==> src/rtl/io_arb_pkg.sv <==
// Shared definitions for the two-requester I/O buffer arbiter: FSM encoding,
// buffer port addresses and the access legality rule.
package io_arb_pkg;

    localparam int DATA_W = 32;

    typedef enum logic [1:0] {
        ST_IDLE    = 2'd0,
        ST_ISSUE   = 2'd1,
        ST_CAPTURE = 2'd2
    } arb_state_t;

    localparam logic [1:0] IO_PORT_A = 2'd0;
    localparam logic [1:0] IO_PORT_B = 2'd1;
    localparam logic [1:0] IO_PORT_C = 2'd2;
    localparam logic [1:0] IO_PORT_D = 2'd3;

    // Ports A/B are inputs (read-only), ports C/D are outputs (write-only).
    function automatic logic io_access_legal(input logic we, input logic [1:0] addr);
        if (we)
            return (addr == IO_PORT_C) || (addr == IO_PORT_D);
        return (addr == IO_PORT_A) || (addr == IO_PORT_B);
    endfunction

endpackage

==> src/rtl/io_arbiter_if.sv <==
// Bundle of requester handshakes and I/O buffer control lines around io_arbiter.
// The slave modport is the arbiter's view; master is the requesters plus buffer.
interface io_arbiter_if;
    import io_arb_pkg::*;

    logic              REQ0;
    logic              REQ1;
    logic              WE0;
    logic              WE1;
    logic [1:0]        ADDR0;
    logic [1:0]        ADDR1;
    logic [DATA_W-1:0] WDATA0;
    logic [DATA_W-1:0] WDATA1;
    logic              ACK0;
    logic              ACK1;
    logic [DATA_W-1:0] RDATA;
    logic              ERR;
    logic              BUSY;
    logic [1:0]        IO_ADDR;
    logic [DATA_W-1:0] IO_WDATA;
    logic              IO_SETIO;
    logic [DATA_W-1:0] IO_RDATA;

    modport slave (
        input  REQ0, REQ1, WE0, WE1, ADDR0, ADDR1, WDATA0, WDATA1, IO_RDATA,
        output ACK0, ACK1, RDATA, ERR, BUSY, IO_ADDR, IO_WDATA, IO_SETIO
    );

    modport master (
        output REQ0, REQ1, WE0, WE1, ADDR0, ADDR1, WDATA0, WDATA1, IO_RDATA,
        input  ACK0, ACK1, RDATA, ERR, BUSY, IO_ADDR, IO_WDATA, IO_SETIO
    );

endinterface

==> src/rtl/io_arb_pick.sv <==
// Combinational 2-way winner select. IO_ARB_ROUND_ROBIN_EN selects round-robin
// using the last winner; otherwise requester 0 has fixed priority.
module io_arb_pick
    import io_arb_pkg::*;
(
    input  logic [1:0] req,
`ifdef IO_ARB_ROUND_ROBIN_EN
    input  logic       last,
`endif
    output logic       valid,
    output logic       winner
);

    assign valid = |req;

`ifdef IO_ARB_ROUND_ROBIN_EN
    assign winner = (&req) ? ~last : req[1];
`else
    assign winner = ~req[0];
`endif

endmodule

==> src/rtl/io_arbiter.sv <==
// Two-requester arbiter for the memory-mapped I/O buffer: IDLE -> ISSUE -> CAPTURE
// with a one-cycle ACK. Define IO_ARB_ROUND_ROBIN_EN for round-robin arbitration.
module io_arbiter
    import io_arb_pkg::*;
(
    input  logic        CLK,
    input  logic        RST,
    io_arbiter_if.slave bus
);

    arb_state_t        state;
    arb_state_t        state_next;

    logic              lat_we, lat_legal, lat_winner;
    logic              we_d, legal_d, winner_d;
    logic              ack0_q, ack1_q, err_q, setio_q;
    logic              ack0_d, ack1_d, err_d, setio_d;
    logic [1:0]        addr_q, addr_d;
    logic [DATA_W-1:0] wdata_q, wdata_d;
    logic [DATA_W-1:0] rdata_q, rdata_d;

    logic [1:0]        req_masked;
    logic              pick_valid;
    logic              pick_winner;
    logic              sel_we;
    logic              sel_legal;
    logic [1:0]        sel_addr;
    logic [DATA_W-1:0] sel_wdata;

`ifdef IO_ARB_ROUND_ROBIN_EN
    logic              last_q, last_d;
`endif

    // A requester whose ACK is showing this cycle is still holding REQ for the
    // finished transaction, so it must not win again until the next cycle.
    assign req_masked = {bus.REQ1 & ~ack1_q, bus.REQ0 & ~ack0_q};

    io_arb_pick u_pick (
        .req    (req_masked),
`ifdef IO_ARB_ROUND_ROBIN_EN
        .last   (last_q),
`endif
        .valid  (pick_valid),
        .winner (pick_winner)
    );

    assign sel_we    = pick_winner ? bus.WE1    : bus.WE0;
    assign sel_addr  = pick_winner ? bus.ADDR1  : bus.ADDR0;
    assign sel_wdata = pick_winner ? bus.WDATA1 : bus.WDATA0;
    assign sel_legal = io_access_legal(sel_we, sel_addr);

    always_ff @(posedge CLK or negedge RST) begin
        if (!RST)
            state <= ST_IDLE;
        else
            state <= state_next;
    end

    always_comb begin
        state_next = state;
        setio_d    = 1'b0;
        ack0_d     = 1'b0;
        ack1_d     = 1'b0;
        err_d      = 1'b0;
        rdata_d    = '0;
        addr_d     = addr_q;
        wdata_d    = wdata_q;
        we_d       = lat_we;
        legal_d    = lat_legal;
        winner_d   = lat_winner;
`ifdef IO_ARB_ROUND_ROBIN_EN
        last_d     = last_q;
`endif
        case (state)
            ST_IDLE: begin
                if (pick_valid) begin
                    state_next = ST_ISSUE;
                    winner_d   = pick_winner;
                    we_d       = sel_we;
                    legal_d    = sel_legal;
                    addr_d     = sel_addr;
                    wdata_d    = sel_wdata;
                    setio_d    = sel_we & sel_addr[1] & sel_legal;
`ifdef IO_ARB_ROUND_ROBIN_EN
                    last_d     = pick_winner;
`endif
                end
            end
            ST_ISSUE: begin
                state_next = ST_CAPTURE;
            end
            ST_CAPTURE: begin
                state_next = ST_IDLE;
                ack0_d     = ~lat_winner;
                ack1_d     = lat_winner;
                err_d      = ~lat_legal;
                rdata_d    = (lat_legal && !lat_we) ? bus.IO_RDATA : '0;
            end
            default: begin
                state_next = ST_IDLE;
            end
        endcase
    end

    always_ff @(posedge CLK or negedge RST) begin
        if (!RST) begin
            lat_we     <= 1'b0;
            lat_legal  <= 1'b0;
            lat_winner <= 1'b0;
            addr_q     <= '0;
            wdata_q    <= '0;
            setio_q    <= 1'b0;
            ack0_q     <= 1'b0;
            ack1_q     <= 1'b0;
            err_q      <= 1'b0;
            rdata_q    <= '0;
`ifdef IO_ARB_ROUND_ROBIN_EN
            last_q     <= 1'b1;
`endif
        end else begin
            lat_we     <= we_d;
            lat_legal  <= legal_d;
            lat_winner <= winner_d;
            addr_q     <= addr_d;
            wdata_q    <= wdata_d;
            setio_q    <= setio_d;
            ack0_q     <= ack0_d;
            ack1_q     <= ack1_d;
            err_q      <= err_d;
            rdata_q    <= rdata_d;
`ifdef IO_ARB_ROUND_ROBIN_EN
            last_q     <= last_d;
`endif
        end
    end

    assign bus.ACK0     = ack0_q;
    assign bus.ACK1     = ack1_q;
    assign bus.ERR      = err_q;
    assign bus.RDATA    = rdata_q;
    assign bus.IO_ADDR  = addr_q;
    assign bus.IO_WDATA = wdata_q;
    assign bus.IO_SETIO = setio_q;
    assign bus.BUSY     = (state == ST_ISSUE) || (state == ST_CAPTURE);

endmodule

==> src/flat_wrapper.sv <==
// flat-port wrapper written by rule: the top's interface ports become plain ports
module io_arbiter_flat import io_arb_pkg::*;
  (CLK, RST, bus_REQ0, bus_REQ1, bus_WE0, bus_WE1, bus_ADDR0, bus_ADDR1, bus_WDATA0, bus_WDATA1, bus_IO_RDATA, bus_ACK0, bus_ACK1, bus_RDATA, bus_ERR, bus_BUSY, bus_IO_ADDR, bus_IO_WDATA, bus_IO_SETIO);
  io_arbiter_if bus_i ();
  input  logic CLK;
  input  logic RST;
  input wire logic [$bits(bus_i.REQ0)-1:0] bus_REQ0;
  input wire logic [$bits(bus_i.REQ1)-1:0] bus_REQ1;
  input wire logic [$bits(bus_i.WE0)-1:0] bus_WE0;
  input wire logic [$bits(bus_i.WE1)-1:0] bus_WE1;
  input wire logic [$bits(bus_i.ADDR0)-1:0] bus_ADDR0;
  input wire logic [$bits(bus_i.ADDR1)-1:0] bus_ADDR1;
  input wire logic [$bits(bus_i.WDATA0)-1:0] bus_WDATA0;
  input wire logic [$bits(bus_i.WDATA1)-1:0] bus_WDATA1;
  input wire logic [$bits(bus_i.IO_RDATA)-1:0] bus_IO_RDATA;
  output wire logic [$bits(bus_i.ACK0)-1:0] bus_ACK0;
  output wire logic [$bits(bus_i.ACK1)-1:0] bus_ACK1;
  output wire logic [$bits(bus_i.RDATA)-1:0] bus_RDATA;
  output wire logic [$bits(bus_i.ERR)-1:0] bus_ERR;
  output wire logic [$bits(bus_i.BUSY)-1:0] bus_BUSY;
  output wire logic [$bits(bus_i.IO_ADDR)-1:0] bus_IO_ADDR;
  output wire logic [$bits(bus_i.IO_WDATA)-1:0] bus_IO_WDATA;
  output wire logic [$bits(bus_i.IO_SETIO)-1:0] bus_IO_SETIO;
  assign bus_i.REQ0 = bus_REQ0;
  assign bus_i.REQ1 = bus_REQ1;
  assign bus_i.WE0 = bus_WE0;
  assign bus_i.WE1 = bus_WE1;
  assign bus_i.ADDR0 = bus_ADDR0;
  assign bus_i.ADDR1 = bus_ADDR1;
  assign bus_i.WDATA0 = bus_WDATA0;
  assign bus_i.WDATA1 = bus_WDATA1;
  assign bus_i.IO_RDATA = bus_IO_RDATA;
  assign bus_ACK0 = bus_i.ACK0;
  assign bus_ACK1 = bus_i.ACK1;
  assign bus_RDATA = bus_i.RDATA;
  assign bus_ERR = bus_i.ERR;
  assign bus_BUSY = bus_i.BUSY;
  assign bus_IO_ADDR = bus_i.IO_ADDR;
  assign bus_IO_WDATA = bus_i.IO_WDATA;
  assign bus_IO_SETIO = bus_i.IO_SETIO;
  io_arbiter u_core (.CLK(CLK), .RST(RST), .bus(bus_i));
endmodule
==> config.mk <==
export PLATFORM = sky130hd
export DESIGN_NAME = io_arbiter_flat
export DESIGN_NICKNAME = d
export VERILOG_FILES = /design/src/rtl/io_arb_pkg.sv /design/src/rtl/io_arbiter_if.sv /design/src/rtl/io_arb_pick.sv /design/src/rtl/io_arbiter.sv /design/src/flat_wrapper.sv
export SDC_FILE = /design/constraint.sdc
export NUM_CORES = 1
export LEC_CHECK = 0
export ABC_AREA = 1
export ABC_CLOCK_PERIOD_IN_PS = 1700
export CORE_MARGIN = 5
export CORE_UTILIZATION = 35
export CTS_CLUSTER_SIZE = 16
export DETAILED_ROUTE_END_ITERATION = 6
export PLACE_DENSITY = 0.84
export SLEW_MARGIN = 10
export SYNTH_ARGS = -nofsm -noshare
export SYNTH_HDL_FRONTEND = slang
export SYNTH_HIERARCHICAL = 1
export SYNTH_SLANG_ARGS = --single-unit
==> constraint.sdc <==
create_clock -name CLK -period 1.7 [get_ports CLK]
set_input_delay 0.255 -clock CLK [delete_from_list [all_inputs] [get_ports CLK]]
set_output_delay 0.255 -clock CLK [all_outputs]
set_load 0.02 [all_outputs]
* Yosys cells after proc, flatten, opt, wreduce, memory -nomap -nowiden
Index checks and enable logic that the tools add are counted.
Widths: inputs -> output; s select.
** Cells by class
- Add/sub/neg operators :: 0
- Multipliers :: 0
- Div/mod/pow operators :: 0
- Order comparisons :: 0
- Eq/ne operators :: 6
- Shifts and indexed selects :: 0
- Mux-type cells :: 15
- Bitwise operators :: 9
- Reduce and logical (&&, ||, !) cells :: 9
** Operators by type and width (count)
- $mux 32 :: 3
- $mux 1 :: 9
- $eq 2x2->1 const B :: 3
- $not 1->1 :: 5
- $and 1x1->1 :: 4
- $eq 2x1->1 const B :: 2
- $logic_not 2->1 :: 2
- $mux 2 :: 2
- $pmux 2 s2 :: 1
- $logic_or 1x1->1 :: 3
- $ne 2x1->1 const B :: 1
- $reduce_and 2->1 :: 1
- $reduce_or 2->1 :: 1
- $logic_and 1x1->1 :: 1
- $logic_not 1->1 :: 1
** Storage, ports and cells
- Register bits after elaboration :: 75
- Bits in latches :: 0
- Memory bits (writable) :: 0
- ROM bits :: 0
- Input bits :: 106
- Output and inout port bits :: 71
- Memories kept :: 0

* Depth between registers and ports, before layout
- Word-level depth :: 10
- Mapped depth :: 10
- Depth with buffers taken out :: 9

* Modules after synthesis
The synthesis kept the hierarchy.
** Modules (own cells, without submodules)
- io_arbiter :: times used 1, cells each 344, area each 3106.7 um^2, sequential area each 1876.8 um^2
- io_arb_pick :: times used 1, cells each 3, area each 13.8 um^2, sequential area each 0.0 um^2

* Worst setup path after synthesis
No wires, ideal clock.
- Path type :: reg2reg
- Start point :: register u_core.ack0_q (netlist: u_core/bus.ACK0)
- End point :: register u_core.wdata_q[26] (netlist: u_core/bus.IO_WDATA[26])
- Arrival :: 1190 ps
- Required time :: 1578 ps
- Path slack :: 388 ps
- Stages on the path, launching flop included :: 9
- Period minus slack after synthesis :: 1312 ps
- Cell sequence :: dfrtp_1 > nor2_1 > inv_2 > nand2_2 > nand2_2 > buf_6 > buf_6 > a21oi_2 > a21oi_1
** Between the ends
- Cells in the longest elaborated chain, start to end :: 4
** Ends and longest elaborated chain
- from (decl) :: line io_arbiter.sv:16 : logic ack0_q, ack1_q, err_q, setio_q;
- from (signal assigned) :: line io_arbiter.sv:127 : ack0_q <= ack0_d;
- $not 1->1 :: line io_arbiter.sv:36 : assign req_masked = {bus.REQ1 & ~ack1_q, bus.REQ0 & ~ack0_q};
- $and 1x1->1 :: line io_arbiter.sv:36
- named net u_core.req_masked[0] :: line io_arbiter.sv:22 : logic [1:0] req_masked;
- $reduce_or 2->1 :: line io_arb_pick.sv:14 : assign valid = |req;
- named net u_core.pick_valid :: line io_arbiter.sv:23 : logic pick_valid;
- $reduce_and 2->1 (no line)
- to (signal assigned) :: line io_arbiter.sv:125 : wdata_q <= wdata_d;
- to (decl) :: line io_arbiter.sv:19 : logic [DATA_W-1:0] wdata_q, wdata_d;
The timed path passes the listed nets, and every way through them passes these cells.
A chain may end at the register's enable or synchronous reset.

* Worst setup path in the final report
- Start point :: register u_core.wdata_q[4] (netlist: u_core/bus.IO_WDATA[4])
- End point :: output bus_IO_WDATA[4]
** RTL lines
- to (decl) :: line flat_wrapper.sv:22 : output wire logic [$bits(bus_i.IO_WDATA)-1:0] bus_IO_WDATA;
No word-level cell between the ends.

==> out/results.ini <==
[status]
outcome = complete, no violations

[worst_setup_path]
cp-end-kind = output port
r2r-start = u_core/state[0]$_DFFE_PN0P_
critical_path.slowest_cell = clkdlybuf4s50_1
worstRegToRegCells = 7
crit_arrival_ns = 1.33
crit_buf_inv = 1
critical_path_class = flip-flop to output port
r2r-end = u_core/bus.RDATA[25]$_DFF_PN0_
required_ns = 1.44
rrSetupSlack_ns = 0.30
path_max_fanout = 2
critPathMaxStageDelay_ns = 0.62
crit_path_start_kind = flip-flop
crit_chain = clkdlybuf4s50_1
cp_top_family = buffers and inverters

[clock_tree]
clk_latency_ns = 0.33
clockRootBuffer = clkbuf_8
cts-buffers-inserted = 9
ctsHtreeMaxLevel = 3
ctsLongestPathBuffers = 2
clkTransAtPathRegs_ns = 0.08
clock_sinks = 75
cts_tree = yes

[floorplanning]
start_util_pct = 35.8
die_x_um = 104
core.rowCount = 34
dieArea_sq_um = 10900
io_pins = 177
core-area_sq_um = 8720
die_h_um = 104

[timing]
hold_viol = 0
final_max_slew_viol_count = 0
slew_headroom_pct = 63.5
fin_crit_ns = 1.58
tns_ns = 0
worst_pin_slew_ns = 0.548
setup_viol = 0
period_share_pct = 93.1
rsz0062_at_grt = false
clock.fmax_ghz = 0.632
fin_worst_skew_ns = 0.00687

[grt]
grt_pass1_vias = 3098
grt_pass1_wl_mm = 15.1
grt_start_max_net_pins = 41
grt_antenna_before_repair = 0
grt_use_total_pct = 17.0
grt-ovfl-total = 0

[placement]
dp_hpwl_mm = 7.21
port_buffers = 176
gp_congestion = 0.795
placedCellCount = 625

[min_path]
hold_start = bus_IO_RDATA[31]
min_path_cells = 3
min_to = u_core/bus.RDATA[31]$_DFF_PN0_
hold_path.class = primary input to flip-flop

[synth]
synthesis.area_sq_um = 3120
yosys-top-cells-area = dfrtp_1 60%, a21oi_1 9.9%, nor2_1 8.5%
synth_cell_types = 15
synth_area_leader_cell = dfrtp_1
yosys.area.top_type_share_pct = 60.1
ys_ff_latch = 75
avgSynthCellArea_sq_um = 8.99
synth_warnings = 6
synth_nets = 457
synth_cells = 347
ys_seq_area_share_pct = 60.1

[finish]
area_delta_synth_final_pct = 67.6
layout_common_cells = 174 x clkdlybuf4s50_1, 75 x dfrtp_1, 71 x nor2_1
final_cells = 642
fin_util_pct = 60.0
final_common_cell = clkdlybuf4s50_1
drive_above_1_share_pct = 7.30
nets = 639
diodes = 0

[drt]
ant_nets = 0
dr_total_vias = 2932
routed_wl_mm = 9.23
wl_per_cell_um = 14.4
dr.pass1.iters = 5
avgViaCountPerCell = 4.57
drt-initial-drc-count = 100
drc = 0

[pwr]
pwr-share-comb_pct = 48.2
peakVddDrop_mv = 0.472
power.switching_uw = 2970
leakagePower_uw = 0.00248
seqPwrFrac_pct = 34.2
cell_internal_pwr_uw = 4810
powerDensity_nw_per_um2 = 1490
p_sw_share_pct = 38.2
clkPwrFrac_pct = 17.6

[flow_run]
drv_cap = 0

flip-flops by register name, summed over array words and instances (netlist names):
signal               flops
u_core/bus.ACK0          1
u_core/bus.IO_WDATA     32
u_core/bus.ERR           1
u_core/state             2
u_core/bus.ACK1          1
u_core/lat_we            1
u_core/bus.IO_ADDR       2
u_core/lat_legal         1
u_core/lat_winner        1
u_core/bus.RDATA        32
u_core/bus.IO_SETIO      1
cells in the mapped netlist:
| library cell | number |
|---|---|
| o21ai_0 | 2 |
| nand3_1 | 1 |
| inv_1 | 44 |
| ha_1 | 4 |
| buf_4 | 5 |
| buf_2 | 6 |
| nand2_2 | 2 |
| a21oi_1 | 62 |
| nand2_1 | 59 |
| a21oi_2 | 4 |
| buf_6 | 7 |
| nor2_1 | 71 |
| o21ai_1 | 2 |
| inv_2 | 3 |
| dfrtp_1 | 75 |
worst max path at each step:
stage	from	endpoint	slack [ns]	cells after the start
global placement	bus_REQ0	u_core/bus.IO_WDATA[6]$_DFFE_PN0P_	0.08	9
global route	u_core/bus.IO_WDATA[4]$_DFFE_PN0P_	bus_IO_WDATA[4]	0.04	1
detailed placement	bus_REQ0	u_core/bus.IO_WDATA[16]$_DFFE_PN0P_	0.05	9
CTS	u_core/state[1]$_DFFE_PN0P_	bus_BUSY	0.0003	3
floorplan	u_core/bus.ACK0$_DFF_PN0_	u_core/bus.IO_WDATA[26]$_DFFE_PN0P_	0.39	8
finish	u_core/bus.IO_WDATA[4]$_DFFE_PN0P_	bus_IO_WDATA[4]	0.12	1
what timing repair did:
action	CTS	global route
hold endpoints to repair	39	0
setup endpoints to repair	1	1
resized for setup	1	2
setup buffers	0	0
hold buffers	1	0
cells by family (layout without fill, tap and decap cells):
| logic type | after synthesis | after routing | synth area share (%) |
|---|---|---|---|
| adder cells (fa/ha/maj) | 4 | 4 | 1.60 |
| flip-flops | 75 | 75 | 60.1 |
| AO/OA/AOI/OAI | 70 | 70 | 11.7 |
| buffers and inverters | 65 | 252 | 10.3 |
| AND/OR/NAND/NOR | 133 | 133 | 16.2 |
metrics by stage:
stage	cell area [sq um]	setup slack, ns	total power (uW)	hold slack (ns)
after floorplan	3120	0.388	4700	-0.0406
after global routing	5230	0.0435	8290	0.407
after detailed placement	5020	0.0519	6510	0.276
final	5230	0.117	7780	0.426
after global placement	5020	0.0816	6350	0.267
after CTS	5230	0.000266	7900	0.399
metal layers:
metal,wire [um],global-route usage (%),part of all wire (%),vias up
li1,-,-,-,1424
met1,3460,19.3,37,1340
met2,4430,27.0,48,151
met5,0,0,0,-
met3,1170,8.63,13,17
met4,178,6.66,1.9,0
power by group through the flow:
stage	clock network (uW)	registers [uW]	logic, uW
6_report	1370	2660	3750
5_1_grt	1510	2730	4060
3_5_place_dp	0	2700	3810
4_1_cts	1430	2670	3800
3_3_place_gp	0	2680	3670
2_1_floorplan	0	3280	1410
layout make-up:
type | instances | area, sq um
flip-flops and latches | 75 | 1880
clock inverters | 6 | 65.1
multi-input cells | 207 | 921
well taps | 108 | 135
repair buffers | 189 | 1920
clock buffers | 10 | 138
inverters | 47 | 176
fillers | 741 | 3490
No activity file was read; power rests on OpenSTA's default activity.
